File: src/rtl/pulse_bit_decoder_pkg.sv
// Shared types for the serial LED pulse decoder: control-path edge strobes,
// decoder state encoding and the default tick counter width.
package pipeline_types;

    localparam int DEFAULT_TICK_W = 8;

    typedef struct packed {
        logic rising;
        logic falling;
    } control_path_t;

    typedef enum logic [1:0] {
        IDLE = 2'd0,
        HIGH = 2'd1,
        LOW  = 2'd2
    } decoder_state_t;

endpackage

File: src/rtl/pulse_bit_decoder_tick_counter.sv
// Saturating tick counter with priority clear and ge-compares for the bit
// threshold (current count) and the timeout limit (value being loaded).
module pulse_tick_counter
    import pipeline_types::*;
#(
    parameter int TICK_W = DEFAULT_TICK_W,
    parameter int THRESH = 3
) (
    input  logic              i_clk,
    input  logic              i_reset,
    input  logic              i_clear,
    input  logic              i_enable,
    input  logic [TICK_W-1:0] i_limit,
    output logic              o_ge_thresh,
    output logic              o_ge_limit
);

    logic [TICK_W-1:0] count_q;
    logic [TICK_W-1:0] count_d;

    always_comb begin
        count_d = count_q;
        if (i_clear) begin
            count_d = '0;
        end else if (i_enable && (count_q != '1)) begin
            count_d = count_q + TICK_W'(1);
        end
    end

    always_ff @(posedge i_clk or posedge i_reset) begin
        if (i_reset) begin
            count_q <= '0;
        end else begin
            count_q <= count_d;
        end
    end

    assign o_ge_thresh = (count_q >= TICK_W'(THRESH));
    // Looking at the next value lets the timeout act in the cycle of the tick.
    assign o_ge_limit  = (count_d >= i_limit);

endmodule

File: src/rtl/pulse_bit_decoder.sv
// Pulse-width bit decoder: classifies high pulses by tick count, assembles
// MSB-first words, flags latch gaps and errors. Macro PULSE_BIT_DECODER_STATS_EN adds o_word_count.
module pulse_bit_decoder
    import pipeline_types::*;
#(
    parameter int DATA_W         = 24,
    parameter int HIGH_THRESH    = 3,
    parameter int LATCH_TICKS    = 50,
    parameter int MAX_HIGH_TICKS = 10,
    parameter int TICK_W         = DEFAULT_TICK_W
) (
    input  logic              i_clk,
    input  logic              i_reset,
    input  control_path_t     i_control,
    input  logic              i_count_enable,
    output logic [DATA_W-1:0] o_data,
    output logic              o_valid,
    input  logic              i_ready,
    output logic              o_latch,
    output logic              o_error
`ifdef PULSE_BIT_DECODER_STATS_EN
    ,
    output logic [15:0]       o_word_count
`endif
);

    localparam int BIT_W = $clog2(DATA_W + 1);

    decoder_state_t    state_q, state_d;
    logic [DATA_W-1:0] shift_q, shift_d, word_next;
    logic [BIT_W-1:0]  bit_cnt_q, bit_cnt_d;
    logic [DATA_W-1:0] data_d;
    logic              valid_d, latch_d, error_d;
    logic              cnt_clear, cnt_enable, ge_thresh, ge_limit;
    logic [TICK_W-1:0] cnt_limit;

    pulse_tick_counter #(
        .TICK_W (TICK_W),
        .THRESH (HIGH_THRESH)
    ) u_tick_counter (
        .i_clk       (i_clk),
        .i_reset     (i_reset),
        .i_clear     (cnt_clear),
        .i_enable    (cnt_enable),
        .i_limit     (cnt_limit),
        .o_ge_thresh (ge_thresh),
        .o_ge_limit  (ge_limit)
    );

    assign word_next = {shift_q[DATA_W-2:0], ge_thresh};

    always_comb begin
        state_d    = state_q;
        shift_d    = shift_q;
        bit_cnt_d  = bit_cnt_q;
        data_d     = o_data;
        valid_d    = o_valid && !i_ready;
        latch_d    = 1'b0;
        error_d    = 1'b0;
        cnt_clear  = 1'b0;
        cnt_enable = 1'b0;
        cnt_limit  = TICK_W'(MAX_HIGH_TICKS);
        case (state_q)
            IDLE: begin
                cnt_clear = 1'b1;
                if (i_control.rising) begin
                    state_d = HIGH;
                end
            end
            HIGH: begin
                if (i_control.falling) begin
                    cnt_clear = 1'b1;
                    state_d   = LOW;
                    if (bit_cnt_q == BIT_W'(DATA_W - 1)) begin
                        bit_cnt_d = '0;
                        shift_d   = '0;
                        if (!o_valid || i_ready) begin
                            data_d  = word_next;
                            valid_d = 1'b1;
                        end else begin
                            error_d = 1'b1;
                        end
                    end else begin
                        shift_d   = word_next;
                        bit_cnt_d = bit_cnt_q + BIT_W'(1);
                    end
                end else begin
                    cnt_enable = i_count_enable;
                    if (ge_limit) begin
                        error_d   = 1'b1;
                        bit_cnt_d = '0;
                        shift_d   = '0;
                        state_d   = IDLE;
                    end
                end
            end
            LOW: begin
                cnt_limit = TICK_W'(LATCH_TICKS);
                if (i_control.rising) begin
                    cnt_clear = 1'b1;
                    state_d   = HIGH;
                end else begin
                    cnt_enable = i_count_enable;
                    if (ge_limit) begin
                        latch_d   = 1'b1;
                        bit_cnt_d = '0;
                        shift_d   = '0;
                        state_d   = IDLE;
                    end
                end
            end
            default: begin
                state_d = IDLE;
            end
        endcase
    end

    always_ff @(posedge i_clk or posedge i_reset) begin
        if (i_reset) begin
            state_q   <= IDLE;
            shift_q   <= '0;
            bit_cnt_q <= '0;
            o_data    <= '0;
            o_valid   <= 1'b0;
            o_latch   <= 1'b0;
            o_error   <= 1'b0;
        end else begin
            state_q   <= state_d;
            shift_q   <= shift_d;
            bit_cnt_q <= bit_cnt_d;
            o_data    <= data_d;
            o_valid   <= valid_d;
            o_latch   <= latch_d;
            o_error   <= error_d;
        end
    end

`ifdef PULSE_BIT_DECODER_STATS_EN
    logic transfer;
    assign transfer = o_valid && i_ready;

    // A transfer landing on the latch pulse survives the clear as the first count.
    always_ff @(posedge i_clk or posedge i_reset) begin
        if (i_reset) begin
            o_word_count <= '0;
        end else if (o_latch) begin
            o_word_count <= transfer ? 16'd1 : 16'd0;
        end else if (transfer) begin
            o_word_count <= o_word_count + 16'd1;
        end
    end
`endif

endmodule

File: config.mk
export PLATFORM = sky130hd
export DESIGN_NAME = pulse_bit_decoder
export DESIGN_NICKNAME = d
export VERILOG_FILES = /design/src/rtl/pulse_bit_decoder_pkg.sv /design/src/rtl/pulse_bit_decoder_tick_counter.sv /design/src/rtl/pulse_bit_decoder.sv
export SDC_FILE = /design/constraint.sdc
export NUM_CORES = 1
export LEC_CHECK = 0
export CORE_MARGIN = 2
export CORE_UTILIZATION = 60
export DETAILED_ROUTE_END_ITERATION = 8
export GPL_ROUTABILITY_DRIVEN = 0
export PLACE_DENSITY = 0.91
export REMOVE_ABC_BUFFERS = 1
export SLEW_MARGIN = 0
export SYNTH_ARGS = -nofsm -noshare
export SYNTH_HDL_FRONTEND = slang
export SYNTH_SLANG_ARGS = --single-unit
File: constraint.sdc
create_clock -name i_clk -period 4.9 [get_ports i_clk]
set_input_delay 0.49 -clock i_clk [delete_from_list [all_inputs] [get_ports i_clk]]
set_output_delay 0.49 -clock i_clk [all_outputs]
set_load 0.005 [all_outputs]
==> flow_metrics.env <==
export IMPL_outcome="finished clean"
export IMPL_final_max_slew_viol_count=0
export IMPL_clock_sinks=65
export IMPL_drt_iter0_markers=205
export IMPL_yosys_warnings=0
export IMPL_dpl_cell_count=332
export IMPL_hold_depth=1
export IMPL_dieArea_um2=5450
export IMPL_yosys_register_bits=65
export IMPL_antenna_found_initial=0
export IMPL_first_pass_iters=4
export IMPL_vias=2051
export IMPL_gr_total_overflow=0
export IMPL_worst_pin_slew_ps=774
export IMPL_criticalPathCategory="register to register"
export IMPL_layout_drive_gt1_share_pct=20.0
export IMPL_powerDensity_nw_per_um2=403
export IMPL_rows=25
export IMPL_critPathCaptureType="register"
export IMPL_grt_first_pass_wirelength_mm=9.45
export IMPL_critPathArrivalTime_ps=3910
export IMPL_critPathLaunchType="register"
export IMPL_cts_hold_buf=0
export IMPL_async_reset_ff_share_pct=100
export IMPL_syn_to_final_growth_pct=19.7
export IMPL_p_seq_share_pct=43.7
export IMPL_htree_levels=3
export IMPL_routed_via_density=5.91
export IMPL_fin_ws_ps=1220
export IMPL_leakagePower_nw=1.63
export IMPL_fin_crit_ps=3680
export IMPL_cts_made_buffers=9
export IMPL_netlist_area_um2=2920
export IMPL_n_antenna_cell=0
export IMPL_synth_area_leader_cell="dfrtp_1"
export IMPL_min_from="o_data[23]"
export IMPL_synthDistinctLibCells=46
export IMPL_synthCells=236
export IMPL_pwr_share_comb_pct=27.4
export IMPL_cts_setup_buffers=0
export IMPL_ys_flop_type="dfrtp_1"
export IMPL_whs_endpoint="o_data[23]"
export IMPL_fin_crit_sh_pct=75.1
export IMPL_dp_hpwl_mm=3.75
export IMPL_setup_viol=0
export IMPL_swShare_pct=33.9
export IMPL_worstPathRequired_ps=5120
export IMPL_antenna_left=0
export IMPL_rsz0062_at_grt="false"
export IMPL_hold_ws_ps=506
export IMPL_wl_per_cell_um=16.5
export IMPL_num_nets_final=292
export IMPL_clockBufferDepth=2
export IMPL_hold_viol=0
export IMPL_die_w_um=73.8
export IMPL_max_vdd_ir_drop_uv=354
export IMPL_pre_cts_ws_ps=977
export IMPL_clock_skew_ps=11.8
export IMPL_clock_latency_ps=340
export IMPL_die_y_um=73.8
export IMPL_cts_root_buf="clkbuf_8"
export IMPL_ys_top_cells_by_area="dfrtp_1 56%, mux2_2 9.6%, a22o_1 7.2%, ha_1 4.3%, nand2_1 2.1%"
export IMPL_cts_tree="built"
export IMPL_ys_seq_area_share_pct=55.7
export IMPL_min_path_type="register to register"
export IMPL_initial_core_util_pct=61.9
export IMPL_port_buffers=32
export IMPL_clk_pin_slew_ps=70
export IMPL_avgSynthCellArea_um2=12.4
export IMPL_switching_power_mw=0.478
export IMPL_timing_max_cap_violations=0
export IMPL_crit_path_max_fanout=28
export IMPL_wl_mm=5.74
export IMPL_reg2reg_depth=15
export IMPL_mostFrequentLayoutCell="dfrtp_1"
export IMPL_drc=0
export IMPL_clkPwrFrac_pct=28.9
export IMPL_r2r_start="state_q[0]"
export IMPL_synth_edff_count=0
export IMPL_layout_common_cells="65 x dfrtp_1, 32 x clkdlybuf4s50_1, 25 x mux2_2"
export IMPL_layout_cells_non_filler=347
export IMPL_p_int_mw=0.931
export IMPL_synth_top_cell_area_share_pct=55.7
export IMPL_r2r_end="bit_cnt_q[0]"
export IMPL_post_cts_resized=0
export IMPL_reg2reg_slack_ps=1220
export IMPL_io_pins=33
export IMPL_grt_max_degree=66
export IMPL_grt_pass1_vias=2002
export IMPL_core_um2=4720
export IMPL_grt_usage_pct=23.5
export IMPL_setup_tns_ps=0
export IMPL_relSlewSlack_pct=48.4
export IMPL_fmax_ghz=0.272
sequential cells by signal (all words and copies together), names as in the netlist:
| register | flops |
|---|---|
| o_data | 24 |
| shift_q | 23 |
| o_latch | 1 |
| o_error | 1 |
| bit_cnt_q | 5 |
| o_valid | 1 |
| u_tick_counter.count_q | 8 |
| state_q | 2 |
kinds of logic after synthesis:
kind of cell,count (synthesis),share of synthesized area (%)
compound gates,53,14.5
xor+xnor,3,0.899
fa+ha+maj,10,4.28
buf+inv,16,2.95
flops,65,55.7
mux,28,10.7
simple gates,61,11.0
Yosys cell counts, types with 2 or more instances:
master     number
o21ai_0         4
a2111oi_2       2
o2bb2ai_1       3
nand3_1         4
nand4b_1        2
or2_1           2
nand2_1        16
a22o_1         24
xnor2_1         2
a21oi_1         7
buf_6           3
nor2b_1         2
nor4_1          2
dfrtp_1        65
nor2_1         12
mux2i_1         3
ha_1           10
clkbuf_1        4
nor3_1          9
a31oi_1         2
nand2b_1        2
inv_1           8
mux2_2         25
power by group through the flow:
stage          clock, mW  combinational (mW)  sequential [mW]
3_5_place_dp           0               0.382            0.623
5_1_grt            0.441               0.428            0.621
3_3_place_gp           0               0.375            0.620
6_report           0.408               0.386            0.615
2_1_floorplan          0               0.274            0.613
4_1_cts            0.416               0.385            0.614
routing by layer:
layer  GRT usage, %  vias up  part of all wire [%]
met5              0        -                     0
met4           9.90        0                   2.2
met3           7.82       14                   4.5
met2           36.1       60                    49
met1           30.7     1024                    45
li1               -      953                     -
per-stage QoR:
| step | power [mW] | cell area [um2] | utilization (%) |
|---|---|---|---|
| global placement | 0.995 | 3320 | 70.3 |
| CTS | 1.42 | 3500 | 74.1 |
| finish | 1.41 | 3500 | 74.1 |
| global route | 1.49 | 3500 | 74.1 |
| detailed placement | 1.00 | 3320 | 70.3 |
| floorplan | 0.887 | 2870 | - |
how the worst max path moves through the flow:
| stage | start | end | cells after the start |
|---|---|---|---|
| after floorplan | state_q[0] | bit_cnt_q[0] | 14 |
| after global placement | i_control[1] | bit_cnt_q[0] | 14 |
| after detailed placement | i_control[1] | bit_cnt_q[0] | 14 |
| after CTS | state_q[0] | bit_cnt_q[0] | 15 |
| after global routing | state_q[0] | bit_cnt_q[0] | 15 |
| final | state_q[0] | bit_cnt_q[0] | 15 |
worst max-delay path: stages (launching register included):
cell	delay, ps
dfrtp_1	400
inv_1	110
ha_1	340
nand2_1	130
a21oi_2	240
o21ai_1	220
or3_1	360
a21oi_1	220
ha_1	250
o211ai_1	120
nor2_1	120
mux2i_1	70
a22o_1	270
a41o_1	220
buf_4	220
mux2_2	290
cell type report:
class	instances	area [um2]
tap	67	83.8
clock buffer	11	151
fill	309	1220
multi-input combinational	155	1220
clock inverter	4	28.8
inverter	8	30.0
timing repair buffer	37	358
sequential	65	1630
Note: power is estimated with default switching activity, not from simulation.
